<file path="src/rtl/rat_io_pkg.sv">
// Shared constants and types for the RAT port-mapped UART transmitter.
// Port addresses, status bit positions and the serial FSM state encoding.
package rat_io_pkg;

  localparam logic [7:0] RAT_DATA_PORT = 8'h40;
  localparam logic [7:0] RAT_STAT_PORT = 8'h41;
  localparam logic [7:0] RAT_CTRL_PORT = 8'h42;

  localparam int STAT_FULL_BIT = 0;
  localparam int STAT_EMPTY_BIT = 1;
  localparam int STAT_BUSY_BIT = 2;
  localparam int STAT_PEND_BIT = 3;
  localparam int STAT_OVF_BIT = 4;

  localparam int CTRL_INT_EN_BIT = 0;
  localparam int CTRL_CLR_PEND_BIT = 1;
  localparam int CTRL_CLR_OVF_BIT = 2;

  typedef enum logic [1:0] {
    IDLE  = 2'd0,
    START = 2'd1,
    DATA  = 2'd2,
    STOP  = 2'd3
  } tx_state_t;

endpackage

</file>
<file path="src/rtl/rat_fifo_sync.sv">
// Single-clock FIFO with show-ahead output; push is refused when full and
// pop is refused when empty, so callers may assert them unconditionally.
module rat_fifo_sync #(
  parameter int WIDTH = 8,
  parameter int DEPTH = 8
) (
  input  logic             CLK,
  input  logic             RESET,
  input  logic             push,
  input  logic             pop,
  input  logic [WIDTH-1:0] din,
  output logic [WIDTH-1:0] dout,
  output logic             full,
  output logic             empty
);

  localparam int AW = $clog2(DEPTH);

  logic [WIDTH-1:0] mem_q [DEPTH];
  logic [AW-1:0]    wr_ptr_q, wr_ptr_d;
  logic [AW-1:0]    rd_ptr_q, rd_ptr_d;
  logic [AW:0]      count_q, count_d;
  logic             do_push, do_pop;

  assign full    = (count_q == (AW+1)'(DEPTH));
  assign empty   = (count_q == '0);
  assign do_push = push & ~full;
  assign do_pop  = pop & ~empty;
  assign dout    = mem_q[rd_ptr_q];

  // Pointers wrap naturally because DEPTH is a power of two.
  always_comb begin
    wr_ptr_d = wr_ptr_q;
    rd_ptr_d = rd_ptr_q;
    count_d  = count_q;
    if (do_push) wr_ptr_d = wr_ptr_q + AW'(1);
    if (do_pop)  rd_ptr_d = rd_ptr_q + AW'(1);
    case ({do_push, do_pop})
      2'b10:   count_d = count_q + (AW+1)'(1);
      2'b01:   count_d = count_q - (AW+1)'(1);
      default: count_d = count_q;
    endcase
  end

  always_ff @(posedge CLK or posedge RESET) begin
    if (RESET) begin
      wr_ptr_q <= '0;
      rd_ptr_q <= '0;
      count_q  <= '0;
    end else begin
      wr_ptr_q <= wr_ptr_d;
      rd_ptr_q <= rd_ptr_d;
      count_q  <= count_d;
    end
  end

  always_ff @(posedge CLK) begin
    if (do_push) mem_q[wr_ptr_q] <= din;
  end

endmodule

</file>
<file path="src/rtl/rat_uart_tx.sv">
// Port-mapped 8N1 UART transmitter on the RAT MCU output bus, with a status
// byte for the IN_PORT mux and a level interrupt when the transmitter drains.
module rat_uart_tx
  import rat_io_pkg::*;
#(
  parameter int         BAUD_DIV   = 868,
  parameter int         FIFO_DEPTH = 8,
  parameter logic [7:0] DATA_PORT  = RAT_DATA_PORT,
  parameter logic [7:0] STAT_PORT  = RAT_STAT_PORT,
  parameter logic [7:0] CTRL_PORT  = RAT_CTRL_PORT
) (
  input  logic       CLK,
  input  logic       RESET,
  input  logic [7:0] PORT_ID,
  input  logic [7:0] OUT_PORT,
  input  logic       IO_STRB,
  output logic [7:0] RD_DATA,
  output logic       RD_SEL,
  output logic       TX,
  output logic       INT_REQ
);

  localparam int BW = (BAUD_DIV > 2) ? $clog2(BAUD_DIV) : 1;

  tx_state_t     state_q;
  logic [BW-1:0] baud_q;
  logic [2:0]    bit_q;
  logic [7:0]    shift_q;
  logic          tx_q;

  logic strb_q, strb_d;
  logic int_en_q, int_en_d;
  logic int_pending_q, int_pending_d;
  logic overflow_q, overflow_d;
  logic int_req_q, int_req_d;

  logic       wr, data_wr, ctrl_wr;
  logic       fifo_push, fifo_pop, fifo_full, fifo_empty;
  logic [7:0] fifo_dout;
  logic       baud_last, frame_done;
  logic [7:0] status;

  // A held strobe is a single write: only its rising cycle counts.
  assign wr      = IO_STRB & ~strb_q;
  assign data_wr = wr && (PORT_ID == DATA_PORT);
  assign ctrl_wr = wr && (PORT_ID == CTRL_PORT);

  assign baud_last  = (baud_q == BW'(BAUD_DIV - 1));
  assign fifo_push  = data_wr & ~fifo_full;
  assign fifo_pop   = ~fifo_empty &
                      ((state_q == IDLE) || ((state_q == STOP) && baud_last));
  assign frame_done = (state_q == STOP) && baud_last && fifo_empty;

  rat_fifo_sync #(
    .WIDTH (8),
    .DEPTH (FIFO_DEPTH)
  ) u_fifo (
    .CLK   (CLK),
    .RESET (RESET),
    .push  (fifo_push),
    .pop   (fifo_pop),
    .din   (OUT_PORT),
    .dout  (fifo_dout),
    .full  (fifo_full),
    .empty (fifo_empty)
  );

  // Set events take priority over write-1-to-clear in the same cycle.
  always_comb begin
    strb_d        = IO_STRB;
    int_en_d      = int_en_q;
    int_pending_d = int_pending_q;
    overflow_d    = overflow_q;
    if (ctrl_wr) begin
      int_en_d = OUT_PORT[CTRL_INT_EN_BIT];
      if (OUT_PORT[CTRL_CLR_PEND_BIT]) int_pending_d = 1'b0;
      if (OUT_PORT[CTRL_CLR_OVF_BIT])  overflow_d    = 1'b0;
    end
    if (frame_done)             int_pending_d = 1'b1;
    if (data_wr && fifo_full)   overflow_d    = 1'b1;
    int_req_d = int_pending_q & int_en_q;
  end

  always_ff @(posedge CLK or posedge RESET) begin
    if (RESET) begin
      strb_q        <= 1'b0;
      int_en_q      <= 1'b0;
      int_pending_q <= 1'b0;
      overflow_q    <= 1'b0;
      int_req_q     <= 1'b0;
    end else begin
      strb_q        <= strb_d;
      int_en_q      <= int_en_d;
      int_pending_q <= int_pending_d;
      overflow_q    <= overflow_d;
      int_req_q     <= int_req_d;
    end
  end

  // TX is registered from the current state, so the line lags the FSM by one cycle.
  always_ff @(posedge CLK or posedge RESET) begin
    if (RESET) begin
      state_q <= IDLE;
      baud_q  <= '0;
      bit_q   <= '0;
      tx_q    <= 1'b1;
    end else begin
      case (state_q)
        IDLE: begin
          tx_q   <= 1'b1;
          baud_q <= '0;
          if (!fifo_empty) state_q <= START;
        end
        START: begin
          tx_q <= 1'b0;
          if (baud_last) begin
            baud_q  <= '0;
            bit_q   <= '0;
            state_q <= DATA;
          end else begin
            baud_q <= baud_q + BW'(1);
          end
        end
        DATA: begin
          tx_q <= shift_q[0];
          if (baud_last) begin
            baud_q <= '0;
            if (bit_q == 3'd7) state_q <= STOP;
            else               bit_q   <= bit_q + 3'd1;
          end else begin
            baud_q <= baud_q + BW'(1);
          end
        end
        STOP: begin
          tx_q <= 1'b1;
          if (baud_last) begin
            baud_q  <= '0;
            state_q <= fifo_empty ? IDLE : START;
          end else begin
            baud_q <= baud_q + BW'(1);
          end
        end
        default: state_q <= IDLE;
      endcase
    end
  end

  always_ff @(posedge CLK) begin
    if (fifo_pop)                             shift_q <= fifo_dout;
    else if ((state_q == DATA) && baud_last)  shift_q <= {1'b0, shift_q[7:1]};
  end

  always_comb begin
    status                 = 8'h00;
    status[STAT_FULL_BIT]  = fifo_full;
    status[STAT_EMPTY_BIT] = fifo_empty;
    status[STAT_BUSY_BIT]  = (state_q != IDLE);
    status[STAT_PEND_BIT]  = int_pending_q;
    status[STAT_OVF_BIT]   = overflow_q;
  end

  assign RD_SEL  = (PORT_ID == STAT_PORT);
  assign RD_DATA = RD_SEL ? status : 8'h00;
  assign TX      = tx_q;
  assign INT_REQ = int_req_q;

endmodule

</file>
<file path="config.mk">
export PLATFORM = sky130hd
export DESIGN_NAME = rat_uart_tx
export DESIGN_NICKNAME = d
export VERILOG_FILES = /design/src/rtl/rat_io_pkg.sv /design/src/rtl/rat_fifo_sync.sv /design/src/rtl/rat_uart_tx.sv
export SDC_FILE = /design/constraint.sdc
export NUM_CORES = 1
export LEC_CHECK = 0
export ABC_AREA = 1
export BUFFER_PORTS_ARGS = -buffer_cell sky130_fd_sc_hd__buf_4
export CORE_UTILIZATION = 55
export CTS_CLUSTER_DIAMETER = 100
export CTS_CLUSTER_SIZE = 16
export DETAILED_ROUTE_END_ITERATION = 6
export GPL_TIMING_DRIVEN = 0
export PLACE_DENSITY = 0.76
export RECOVER_POWER = 25
export SYNTH_ARGS = -nofsm -noshare
export SYNTH_HDL_FRONTEND = slang
export SYNTH_HIERARCHICAL = 1
export SYNTH_SLANG_ARGS = --single-unit
</file>
<file path="constraint.sdc">
create_clock -name CLK -period 2.3 [get_ports CLK]
set_input_delay 0.23 -clock CLK [delete_from_list [all_inputs] [get_ports CLK]]
set_output_delay 0.23 -clock CLK [all_outputs]
set_load 0.005 [all_outputs]
</file>
# Word-level counts from Yosys, hierarchy flattened
# Memory sizes are Yosys's and may differ from the RTL's.
# Cells that the tools add are included.
dict set report classes {
  addsub 6
  n_bitwise 9
  n_eq_ne 17
  reduce_logical 23
  mux 26
}
# cell n
set op_table {}
lappend op_table {{equality test 8 x 7 -> 1 bit (second input constant)} 3}
lappend op_table {{case mux 10 bit (2 select lines)} 1}
lappend op_table {{two-way mux 8 bit} 2}
lappend op_table {{nonzero test 2 bit} 8}
lappend op_table {{inequality test 2 bit (second input constant)} 6}
lappend op_table {{adder 10 x 1 -> 10 bit (second input constant)} 1}
lappend op_table {{equality test 10 bit (second input constant)} 1}
lappend op_table {{two-way mux 10 bit} 1}
lappend op_table {{two-way mux 2 bit} 5}
lappend op_table {{adder 3 x 1 -> 3 bit (second input constant)} 3}
lappend op_table {{two-way mux 1 bit} 9}
lappend op_table {{two-way mux 3 bit} 3}
lappend op_table {{case mux 2 bit (4 select lines)} 1}
lappend op_table {{case mux 4 bit (2 select lines)} 1}
lappend op_table {{AND 1 bit} 6}
lappend op_table {{equality test 2 bit (second input constant)} 3}
lappend op_table {{logical AND 1 bit} 6}
lappend op_table {{case mux 3 bit (2 select lines)} 1}
lappend op_table {{two-way mux 5 bit} 1}
lappend op_table {{AND reduction 5 bit} 1}
lappend op_table {{adder 4 x 1 -> 4 bit (second input constant)} 1}
lappend op_table {{equality test 2 x 1 -> 1 bit (second input constant)} 2}
lappend op_table {{equality test 4 bit (second input constant)} 1}
lappend op_table {{logical NOT 4 bit} 1}
lappend op_table {{other kinds (10)} 13}
dict set report word_totals {
  elab_cells 95
  memories 1
  ramBits 64
  ff_bits 39
}
# name words width read_ports rd_ports_with_merged_regs wr line
set memory_table {}
lappend memory_table {u_fifo.mem_q 8 8 1 0 1 rat_fifo_sync.sv:19} ;# logic [WIDTH-1:0] mem_q [DEPTH];

# Logic depth before layout (Yosys ltp)
dict set report depth {
  ltp_word 7
  mapped_depth 17
  ltp_nobuf 17
}

# Hierarchy
# The synthesis kept the hierarchy.
# module area_per_inst_um2 cells_per_inst n_inst seq_area_each_um2
set modules_own_cells {}
lappend modules_own_cells {rat_fifo_sync 3403.3 358 1 2172.1}
lappend modules_own_cells {rat_uart_tx 1632.8 197 1 767.0}

# Worst setup path after synthesis
# OpenSTA, ideal clock, no wires.
dict set report synth_path {
  kind {reg-to-reg}
  start {register state_q[0]}
  end {register u_fifo.count_q[3]}
  period_less_slack_ps 2446
  path_slack_ps -146
  setup_ps 117
  required_time_ps 2183
  stages_incl_launch_ff 16
  arrival_ps 2329
  path_cell_list {dfrtp_1 > inv_1 > ha_1 > inv_1 > nand2_2 > nand2_4 > inv_1 > nand2_1 > inv_1 > ha_1 > ha_1 > or2_2 > nand2_1 > nand2_1 > nand3_1 > nand2_1}
}
dict set report synth_between {
  elab_chain_cells 7
}
# item line
set synth_lines {}
lappend synth_lines {{start: declaration} rat_uart_tx.sv:25} ;# tx_state_t state_q;
lappend synth_lines {{start signal: assignment} rat_uart_tx.sv:138} ;# state_q <= fifo_empty ? IDLE : START;
lappend synth_lines {{equality test 2 bit} rat_uart_tx.sv:51} ;# ((state_q == IDLE) || ((state_q == STOP) && baud_last));
lappend synth_lines {{logical AND 1 bit} rat_uart_tx.sv:51}
lappend synth_lines {{logical OR 1 bit *} rat_uart_tx.sv:51}
lappend synth_lines {{AND 1 bit *} rat_uart_tx.sv:50} ;# assign fifo_pop = ~fifo_empty &
lappend synth_lines {{via fifo_pop} rat_uart_tx.sv:38} ;# logic fifo_push, fifo_pop, fifo_full, fifo_empty;
lappend synth_lines {{AND 1 bit *} rat_fifo_sync.sv:28} ;# assign do_pop = pop & ~empty;
lappend synth_lines {{via u_fifo.do_pop} rat_fifo_sync.sv:23} ;# logic do_push, do_pop;
lappend synth_lines {{equality test 2 x 1 -> 1 bit / equality test 2 bit (equally long branches)} rat_fifo_sync.sv:38} ;# case ({do_push, do_pop})
lappend synth_lines {{case mux 4 bit (2 select lines) / nonzero test 2 bit (equally long branches)} -}
lappend synth_lines {{end signal: assignment} rat_fifo_sync.sv:53} ;# count_q <= count_d;
lappend synth_lines {{end: declaration} rat_fifo_sync.sv:22} ;# logic [AW:0] count_q, count_d;
# The timed path passes the listed nets; every way through them passes the cells marked *.
# A chain may end at the register's enable or synchronous reset.

# Worst setup path in the final report
dict set report layout_path {
  start {register u_fifo.count_q[1]}
  end {register u_fifo.count_q[3]}
}
dict set report layout_between {
  elab_chain_cells 6
}
# item line
set layout_lines {}
lappend layout_lines {{logical NOT 4 bit *} rat_fifo_sync.sv:26} ;# assign empty = (count_q == '0);
lappend layout_lines {{via fifo_empty} rat_uart_tx.sv:38}
lappend layout_lines {{inverter 1 bit *} rat_uart_tx.sv:50}
lappend layout_lines {{AND 1 bit *} rat_uart_tx.sv:50}
lappend layout_lines {{via fifo_pop} rat_uart_tx.sv:38}
lappend layout_lines {{AND 1 bit *} rat_fifo_sync.sv:28}
lappend layout_lines {{via u_fifo.do_pop} rat_fifo_sync.sv:23}
lappend layout_lines {{equality test 2 x 1 -> 1 bit / equality test 2 bit (equally long branches)} rat_fifo_sync.sv:38}
lappend layout_lines {{case mux 4 bit (2 select lines) / nonzero test 2 bit (equally long branches)} -}
# Marks and branches as above.

==> impl_results.md <==
- Status: complete, but fails checks
- Failing checks: setup timing
- Ranking of synthesized cells by area: edfxtp_1 43%, dfrtp_1 15%, nand2_1 12%
- Leak: 0.00263 uW
- Critical Path RT: 2.57 ns
- R2r endpoint: u_fifo/count_q[3]
- Hold depth: 4
- Synthesized area: approximately 0.005 mm2
- DR pass1 iterations: 6
- Psw: approximately 1300 uW
- Number of synthesized flops with an enable pin: between 70 and 80
- Hold slack: ~0.17 ns
- Tcrit/Tclk final: 100%
- CP Capture Type: flop
- Core box area: about 0.0088 mm2
- Worst-path maximum fanout: 10
- Routed vias: about 3700
- Max_cap viols: 0
- Clock share of power: around a quarter
- FMAX: about 430 MHz
- Initial antenna violation count: 0
- Prevailing post-synth register cell: edfxtp_1
- Initial core utilization: around 57%
- Place WS: -0.511 ns
- Syn avg cell area: about 9.1 um2
- Vias in the first global route: approximately 3600
- RSZ-0062 raised after global routing: yes
- CTS sink count: between 100 and 150
- R2R Path Start: u_fifo/count_q[1]
- Largest net degree at the start of global routing: 22
- Relative slew slack: a little over two fifths
- Yosys warning count: 6
- Gpl congestion: 0.868
- DIE WIDTH: 97.7 um
- Register area share after synthesis: between 50% and 60%
- Post-layout min period: 2.30 ns
- Drt wl/cell: around 14 um
- Residual DRC: 0
- M2 GR Usage: between 30 and 40%
- Final core occ: 65.7%
- Pwr per Cell Area: between 700 and 800 mW/mm2
- Met1 track demand over resource: around 28%
- Total Wirelength: between 10 and 15 mm
- Worst hold path type: primary input to flop
- Most Crowded Layer GR: met2
- Setup WS post-layout: -0.00152 ns
- TritonCTS clock tree: done
- CP Launch Type: flop
- Post-DP HPWL: 6.92 mm
- Worst reg2reg setup slack: -0.002 ns
- FFs w/ async S/R, synth: between 30 and 40%
- Critical path class: flop to flop
- Synth top area share: a little over two fifths
- Clk Latency, worst-skew pair: 0.36 ns
- CP arrival: between 2 and 3 ns
- Vias per inst: roughly 5
- Cell variety after synth: 34
- Peak supply drop: roughly 0.42 mV
- Int Power: 2860 uW
- Antenna-violating nets left: 0
- Root buffer cell: clkbuf_8
- I/O pin cnt: 30
- Cts bufs inserted: 9
- Overall Global Routing Usage: a little under a quarter
- WHS Endpoint: overflow_q
- Met3 GRT Util: under 10%
- Sequential share of power: 51.6%
- Yosys reg bits: around 100
- Top cell type by total area after synthesis: edfxtp_1
- Clk slew on worst S/H paths: between 0.1 and 0.15 ns
- Mapped Cells: approximately 560
- Number of DRC violations after detailed-routing iteration 0: about 270
- Worst Tran Pin Value: around 0.84 ns
- Number of port buffers: 26
- Slew Limit Fails: 0
- Die Ht: 97.7 um
- Switching Share: a little under a third
- Die area: ~0.0095 mm2
- Layout area overhead: 14.9%
- Max Root-Sink Buffers: 2
- Gr ovfl total: 0
- Clock skew: roughly 0.017 ns
- Fraction of layout cells with a size suffix above 1: between 15 and 20%
- Nets: between 600 and 700
- Logic pwr share: between 20% and 30%
- R2r worst-path depth: 16
- Worst Hold Launch: PORT_ID[1]
- Final hold vios: 0
- Ant. Diodes: 0
- H-Tree Depth: 3
- Std cell rows: 34
- First-pass GRT wire length: ~17 mm
- Final setup fails: 1
## logic make-up (layout without fill, tap and decap cells)
kind of cell,after synthesis,in the layout,share of synthesized area [%]
buffers and inverters,93,149,8.05
XOR/XNOR,9,9,1.57
AND/OR/NAND/NOR,316,316,26.1
flip-flops,103,103,58.4
multiplexers,1,1,0.199
AO/OA/AOI/OAI,17,17,1.76
adder cells (fa/ha/maj),15,15,3.88
other,1,3,0.0745
## cell usage after synthesis (2+ instances only)
cell and number:
xor2_1 4, ha_1 14, nand2_2 6, nand2_4 3
a21oi_1 3, edfxtp_1 72, dfrtp_1 30, nand3_1 24
nor2_1 95, nand2_1 167, o21ai_1 2, xnor2_1 5
buf_6 4, inv_1 76, o21ai_0 10, nor3_1 10
nand4_1 4, buf_2 6, buf_4 5
## layer usage
metal	up-vias	part of all wire (%)
met4	0	1.6
met5	-	0
met1	1717	42
li1	1838	-
met3	22	5.6
met2	103	51
## power groups by stage
stage / logic, uW / clock network, uW / registers, uW
floorplan: 577 / 0 / 2170
global route: 1030 / 1190 / 2160
CTS: 901 / 1130 / 2140
global placement: 757 / 0 / 2180
finish: 921 / 1090 / 2140
detailed placement: 790 / 0 / 2180
## critical path, stage by stage, from the launching register on
cell     delay, ns
dfrtp_1       0.40
nor2_2        0.16
nand3_2       0.15
inv_2         0.10
inv_1         0.07
buf_6         0.15
nand2_8       0.07
inv_4         0.04
nand2_4       0.10
inv_4         0.05
ha_4          0.17
ha_4          0.21
or2_2         0.29
nand2_1       0.07
nand2_1       0.05
nand3_1       0.07
nand2_1       0.05
## cell usage in the layout, fill, tap and decap left out, types with 7 or more instances in the layout
cell and count:
nand2_1 166, nor2_1 92, edfxtp_1 72, inv_1 70, buf_4 35, dfrtp_1 29, nand3_1 23, clkbuf_1 10
ha_1 9, clkbuf_8 9, nor3_2 8, o21ai_0 7
## worst max path at each step
stage | from | endpoint | slack, ns | cells past startpoint
2_1_floorplan | baud_q[0] | u_fifo/count_q[3] | 0.002 | 16
3_3_place_gp | PORT_ID[5] | u_fifo/mem_q[5][4] | -0.41 | 9
3_5_place_dp | PORT_ID[5] | u_fifo/mem_q[5][7] | -0.51 | 9
4_1_cts | u_fifo/count_q[0] | u_fifo/count_q[3] | -0.15 | 16
5_1_grt | baud_q[1] | u_fifo/count_q[3] | -0.07 | 16
6_report | u_fifo/count_q[1] | u_fifo/count_q[3] | -0.002 | 16
## state kept, by name (all words and copies together) (netlist names)
register         count
overflow_q           1
baud_q              10
TX                   1
u_fifo/mem_q        64
u_fifo/rd_ptr_q      3
int_pending_q        1
INT_REQ              1
u_fifo/count_q       4
shift_q              8
u_fifo/wr_ptr_q      3
state_q              2
int_en_q             1
bit_q                3
strb_q               1
## cell type report
| type | count | area [um2] |
|---|---|---|
| fill | 674 | 3020 |
| inverter | 77 | 294 |
| clock inverter | 6 | 63.8 |
| buffer | 16 | 123 |
| sequential | 103 | 2940 |
| timing repair buffer | 40 | 275 |
| clock buffer | 10 | 128 |
| multi-input combinational | 361 | 1830 |
| tap | 108 | 135 |
## per-stage QoR
step                power, uW  std cells  TNS [ns]  cell area, um2
floorplan                2750        557         0            5060
global placement         2940        691    -20.37            5390
detailed placement       2970        691    -24.95            5390
CTS                      4170        715    -0.793            5730
global route             4380        721    -0.100            5790
finish                   4160        721  -0.00152            5790
## timing repair
item | 4_1_cts | 5_1_grt
hold endpoints to repair | 11 | 0
setup endpoints to repair | 75 | 75
pin swaps | 2 | 4
setup buffers | 6 | 6
gates resized for setup | 18 | 12
hold buffers | 2 | 0
Power figures use the tool's default switching activity.
